$ cat config.mk
export PLATFORM = sky130hd
export DESIGN_NAME = one_hertz_gen
export DESIGN_NICKNAME = d
export VERILOG_FILES = /design/src/rtl/clock_pkg.sv /design/src/rtl/mod_counter.sv /design/src/rtl/one_hertz_gen.sv
export SDC_FILE = /design/constraint.sdc
export NUM_CORES = 1
export LEC_CHECK = 0
export ABC_AREA = 1
export CAP_MARGIN = 30
export CORE_UTILIZATION = 45
export CTS_BUF_LIST = sky130_fd_sc_hd__clkbuf_2 sky130_fd_sc_hd__clkbuf_4 sky130_fd_sc_hd__clkbuf_8
export DETAILED_ROUTE_END_ITERATION = 16
export GPL_TIMING_DRIVEN = 0
export PLACE_DENSITY = 0.69
export SLEW_MARGIN = 5
export SYNTH_ARGS = -nofsm -noshare
export SYNTH_HDL_FRONTEND = slang
export SYNTH_HIERARCHICAL = 1
export SYNTH_SLANG_ARGS = --single-unit
$ cat constraint.sdc
create_clock -name i_clk -period 1.3 [get_ports i_clk]
set_clock_uncertainty 0.15 [all_clocks]
set_input_delay 0.26 -clock i_clk [delete_from_list [all_inputs] [get_ports i_clk]]
set_output_delay 0.26 -clock i_clk [all_outputs]
set_load 0.02 [all_outputs]
$ cat src/rtl/clock_pkg.sv
// Constants and helpers shared by the blocks in the system clock domain.
package clock_pkg;

  localparam int CLK_FREQ_HZ_DEFAULT = 12_000_000;

  // Bits needed to hold 0 .. modulus-1, never fewer than one.
  function automatic int count_width(input int modulus);
    return (modulus > 1) ? $clog2(modulus) : 1;
  endfunction

endpackage

$ cat src/rtl/mod_counter.sv
// Free-running modulo counter: counts 0 .. MODULUS-1 and flags the last value.
module mod_counter
  import clock_pkg::*;
#(
  parameter int MODULUS = 2
) (
  input  logic                             i_clk,
  input  logic                             i_reset,
  output logic [count_width(MODULUS)-1:0]  count,
  output logic                             wrap
);

  localparam int           W    = count_width(MODULUS);
  localparam logic [W-1:0] LAST = W'(MODULUS - 1);

  logic [W-1:0] r_count;

  // Count register; wrapping on LAST keeps it strictly below MODULUS.
  always_ff @(posedge i_clk or negedge i_reset) begin
    if (!i_reset) begin
      r_count <= {W{1'b0}};
    end else if (wrap) begin
      r_count <= {W{1'b0}};
    end else begin
      r_count <= r_count + W'(1'b1);
    end
  end

  assign count = r_count;
  assign wrap  = (r_count == LAST);

endmodule

$ cat src/rtl/one_hertz_gen.sv
// Square-wave generator: divides i_clk down to OUT_FREQ_HZ with 50% duty,
// toggling a single output register each time the half-period counter wraps.
module one_hertz_gen
  import clock_pkg::*;
#(
  parameter int CLK_FREQ_HZ = CLK_FREQ_HZ_DEFAULT,
  parameter int OUT_FREQ_HZ = 1
) (
  input  logic i_clk,
  input  logic i_reset,
  output logic o_signal
);

  localparam int HALF_PERIOD = (OUT_FREQ_HZ >= 1) ? CLK_FREQ_HZ / (2 * OUT_FREQ_HZ) : 0;
  // Clamped so the counter still elaborates while the checks below report the error.
  localparam int MODULUS     = (HALF_PERIOD >= 1) ? HALF_PERIOD : 1;
  localparam int CW          = count_width(MODULUS);

  generate
    if (OUT_FREQ_HZ < 1) begin : g_bad_out_freq
      $fatal(1, "one_hertz_gen: OUT_FREQ_HZ (%0d) must be at least 1", OUT_FREQ_HZ);
    end
    if (HALF_PERIOD < 1) begin : g_bad_half_period
      $fatal(1, "one_hertz_gen: HALF_PERIOD = CLK_FREQ_HZ/(2*OUT_FREQ_HZ) = %0d, must be at least 1",
             HALF_PERIOD);
    end
  endgenerate

  logic [CW-1:0] w_count_unused;
  logic          w_wrap;
  logic          r_signal;

  mod_counter #(
    .MODULUS (MODULUS)
  ) u_counter (
    .i_clk   (i_clk),
    .i_reset (i_reset),
    .count   (w_count_unused),
    .wrap    (w_wrap)
  );

  // Output level flips only on the wrap edge, so each level lasts HALF_PERIOD clocks.
  always_ff @(posedge i_clk or negedge i_reset) begin
    if (!i_reset) begin
      r_signal <= 1'b0;
    end else if (w_wrap) begin
      r_signal <= ~r_signal;
    end else begin
      r_signal <= r_signal;
    end
  end

  assign o_signal = r_signal;

endmodule

Word level (Yosys, flattened, before mapping)
Cells that the tools add are included.
W data, S select, Z words.

word-level totals
  register bits after elaboration = 24
  bits of input ports = 2
  output and inout port bits = 1
  word-level logic and storage cells = 6

cells by class
  add/subtract/negate cells = 1
  equal/unequal tests = 1
  mux-type cells = 1
  bitwise operators = 1

operators with widths
  kind                     count
  $add A23 B1 Y23 const B  1
  $eq A23 B23 Y1 const B   1
  $mux W23                 1
  $not A1 Y1               1

Depth between registers and ports, before layout
  word-level depth = 2
  depth in mapped cells = 9
  mapped depth without buffers = 9

Cells and area by module
Netlist, hierarchy kept.

modules (own cells, without submodules)
  module         times used  cells an instance  area an instance (um^2)  seq. area each (um^2)
  mod_counter    1           198                1416.4                   575.6
  one_hertz_gen  1           6                  43.8                     25.0

Least setup slack after synthesis
No wires, ideal clock.

  kind = flip-flop to flip-flop
  start = reg u_counter.r_count[0], in the netlist u_counter/count[0]
  end = reg r_signal, in the netlist o_signal
  library setup time = 0.117 ns
  data arrival time = 1.165 ns
  required time = 1.033 ns
  slack = -0.132 ns
  stages on the path, launching flop included = 9
  path buffers = 0
  clock period less this slack = 1.432 ns
  cell sequence = dfrtp_1 -> ha_1 -> nand2_2 -> nor3_2 -> nand3_2 -> inv_2 -> inv_1 -> nand2_1 -> nand2_1

between the ends
  cells in the longest elaborated chain, start to end = 1

ends and longest elaborated chain
  item                      RTL line             text
  start: declaration        mod_counter.sv:16    logic [W-1:0] r_count;
  start signal: assignment  mod_counter.sv:21    r_count <= {W{1'b0}};
  start signal: assignment  mod_counter.sv:23    r_count <= {W{1'b0}};
  start signal: assignment  mod_counter.sv:25    r_count <= r_count + W'(1'b1);
  $eq A23 B23 Y1            mod_counter.sv:30    assign wrap = (r_count == LAST);
  net w_wrap                one_hertz_gen.sv:30  logic w_wrap;
  end signal: assignment    one_hertz_gen.sv:47  r_signal <= ~r_signal;
  end signal: assignment    one_hertz_gen.sv:49  r_signal <= r_signal;
  end: declaration          one_hertz_gen.sv:31  logic r_signal;

The timed path passes the listed nets, and every way through them passes these cells.
A chain may end at the register's enable or synchronous reset.

Final worst setup path
  start = reg u_counter.r_count[4], in the netlist u_counter/count[4]
  end = reg u_counter.r_count[19], in the netlist u_counter/count[19]

between the ends
  cells in the longest elaborated chain, start to end = 2
  elaborated cells between the ends (all ways) = 3
  those cells by class = add/sub: 1; eq/ne: 1; mux: 1

ends and longest elaborated chain
  item                                                      RTL line                              text
  $add A23 B1 Y23 / $eq A23 B23 Y1 (equally long branches)  mod_counter.sv:25, mod_counter.sv:30
  $mux W23 *                                                mod_counter.sv:22                     end else if (wrap) begin

Every way passes the cells marked *; elsewhere a longest branch is shown, timed or not.

==> impl_metrics.env <==
export IMPL_drtIter0Drc=43
export IMPL_cts_max_level=1
export IMPL_synth_nets=207
export IMPL_final_util=0.6122
export IMPL_cts_root_buf="clkbuf_4"
export IMPL_synth_top_area_share=0.4113
export IMPL_nets=232
export IMPL_die_h_um=58.96
export IMPL_grt_pass1_wl_mm=5.568
export IMPL_die_area_sq_um=3476
export IMPL_power_density_nw_per_um2=622.6
export IMPL_ys_ff_latch=24
export IMPL_hold_viol=0
export IMPL_num_vias=1306
export IMPL_routed_wl_mm=3.194
export IMPL_die_w_um=58.96
export IMPL_endpoint_kind="flop"
export IMPL_path_max_fanout=8
export IMPL_cap_violations=0
export IMPL_r2r_start="u_counter/count[4]$_DFF_PN0_"
export IMPL_drive_gt1_frac=0.3684
export IMPL_ios=3
export IMPL_cp_startpoint="u_counter/count[4]$_DFF_PN0_"
export IMPL_drt_pass1_iter_count=4
export IMPL_maxSlewViolCount=0
export IMPL_power_mw=1.173
export IMPL_clkTransAtPathRegs_ns=0.14
export IMPL_antenna_found_initial=0
export IMPL_cp_arrival_ns=1.61
export IMPL_leakagePower_nw=0.8732
export IMPL_finalSetupViolCount=22
export IMPL_seqCellArea_sq_um=604.3
export IMPL_cp_required_ns=1.39
export IMPL_final_cell_mix="43 x nand2_1, 28 x inv_1, 25 x nor2_1"
export IMPL_fin_crit_ns=1.521
export IMPL_setup_slack_ns=-0.2207
export IMPL_fillers=265
export IMPL_relSlewSlack=0.8484
export IMPL_ys_warnings_count=6
export IMPL_clockBufferDepth=2
export IMPL_numClockSinks=24
export IMPL_status="complete, but fails checks"
export IMPL_grt_pass1_vias=1329
export IMPL_portBuffers=2
export IMPL_numCtsBuffers=3
export IMPL_drc=0
export IMPL_clock_latency_ns=0.32
export IMPL_viasPerCell=4.801
export IMPL_syn_inst=204
export IMPL_stdcell_count=272
export IMPL_multiInputGateArea_sq_um=868.3
export IMPL_syn2layout_area_growth_pct=29.05
export IMPL_final_common_cell="nand2_1"
export IMPL_critPathLaunchType="flop"
export IMPL_netlist_area_sq_um=1460
export IMPL_track_usage=0.2160
export IMPL_yosysUniqueCellTypes=22
export IMPL_seq_area_frac_synth=0.4113
export IMPL_antenna_cells=0
export IMPL_final_antenna_net_count=0
export IMPL_cts_tree="built"
export IMPL_start_util=0.4744
export IMPL_place_gp_congestion=0.8012
export IMPL_r2r_setup_slack_ns=-0.22
export IMPL_grt_max_degree=20
export IMPL_irDropWorstVdd_mv=0.5413
export IMPL_yosys_area_top_type="dfrtp_1"
export IMPL_violations="setup timing"
export IMPL_row_count=20
export IMPL_fp_coreArea_sq_um=3078
export IMPL_grt_ovfl_total=0
export IMPL_rsz0062_at_grt="yes"
export IMPL_hpwl_mm=2.122
export IMPL_worstSetupPathType="flop to flop"
export IMPL_hold_path_class="input port to async pin"
export IMPL_synth_avg_cell_area_sq_um=7.158
export IMPL_max_freq_mhz=657.6
export IMPL_synthTopCellsByArea="dfrtp_1 41%, nand2_1 14%, nor2_1 8.5%, inv_1 8.0%, nor2_4 4.6%"
export IMPL_post_route_period_util=1.170
export IMPL_avgRoutedWirePerCell_um=11.74
export IMPL_post_place_cells=251
export IMPL_worstMarginPinSlew_ns=0.2267
-- worst max-delay path, stage by stage (launching register included) --
cell	delay, ns
dfrtp_1	0.45
nand2_2	0.15
nor3_4	0.27
nand3_4	0.15
buf_12	0.17
nand2_1	0.07
nor2_2	0.03
-- per-layer routing --
| layer | share of wire | routed length, um | up-vias | track usage |
|---|---|---|---|---|
| met3 | 0.032 | 103 | 6 | 0.04835 |
| met4 | 0.016 | 52 | 0 | 0.07143 |
| met5 | 0 | 0 | - | 0 |
| li1 | - | - | 671 | - |
| met1 | 0.44 | 1420 | 612 | 0.2528 |
| met2 | 0.51 | 1618 | 17 | 0.3880 |
-- path summary, 6_finish.rpt --
check	to	cells past startpoint
setup / recovery	u_counter/count[19]$_DFF_PN0_	6
hold / removal	u_counter/count[13]$_DFF_PN0_	2
setup reg to reg	u_counter/count[19]$_DFF_PN0_	6
hold reg to reg	u_counter/count[21]$_DFF_PN0_	2
max in group asynchronous	u_counter/count[15]$_DFF_PN0_	2
min in group i_clk	u_counter/count[21]$_DFF_PN0_	2
-- final cells by class --
type,instances,area share
clock buffer,4,0.01926
inverter,36,0.07304
multi-input combinational,144,0.4608
tap,44,0.02922
timing repair buffer,20,0.09695
sequential,24,0.3207
-- logic make-up (layout without fill, tap and decap cells) --
logic type,after synthesis,in the layout,share of synthesized area
flip-flops,24,24,0.4113
buffers and inverters,36,60,0.09255
XOR/XNOR,6,6,0.03599
adder cells (fa/ha/maj),1,1,0.008568
AND/OR/NAND/NOR,129,129,0.4224
AO/OA/AOI/OAI,8,8,0.02913
-- flip-flops by register name, summed over array words and instances (netlist names) --
| name | cells |
|---|---|
| u_counter/count | 23 |
| o_signal | 1 |
-- power breakdown --
part	internal, mW	total, mW	switching [mW]
Sequential	0.746	0.746	0
Clock	0.171	0.403	0.231
Combinational	0.00890	0.0242	0.0153
Total	0.927	1.17	0.246
-- synthesized netlist by cell type, drive strengths merged --
cell / n
nor3: 4
xnor2: 2
ha: 1
inv: 36
and2: 1
a21oi: 2
xor2: 4
nand2: 60
nand4: 7
nand3: 10
nor2: 47
dfrtp: 24
o21bai: 1
o21ai: 5
-- metrics by stage --
stage               setup TNS [ns]  hold WS (ns)  worst slack, ns  cell area (sq um)
floorplan                   -1.209       -0.1856          -0.1270               1460
global placement            -15.53        0.3344          -0.4384               1535
detailed placement          -4.747        0.3398          -0.3632               1550
CTS                         -3.515       0.01399          -0.2598               1813
global route                -5.532        0.1181          -0.3151               1884
finish                      -3.776        0.1195          -0.2207               1884
-- timing repair --
item	CTS	global route
hold buffers	0	1
setup buffers	13	4
endpoints found under the setup margin	22	24
hold endpoints to repair	0	5
pin swaps	18	9
gates resized for setup	42	11
No activity file was read; power rests on OpenSTA's default activity.
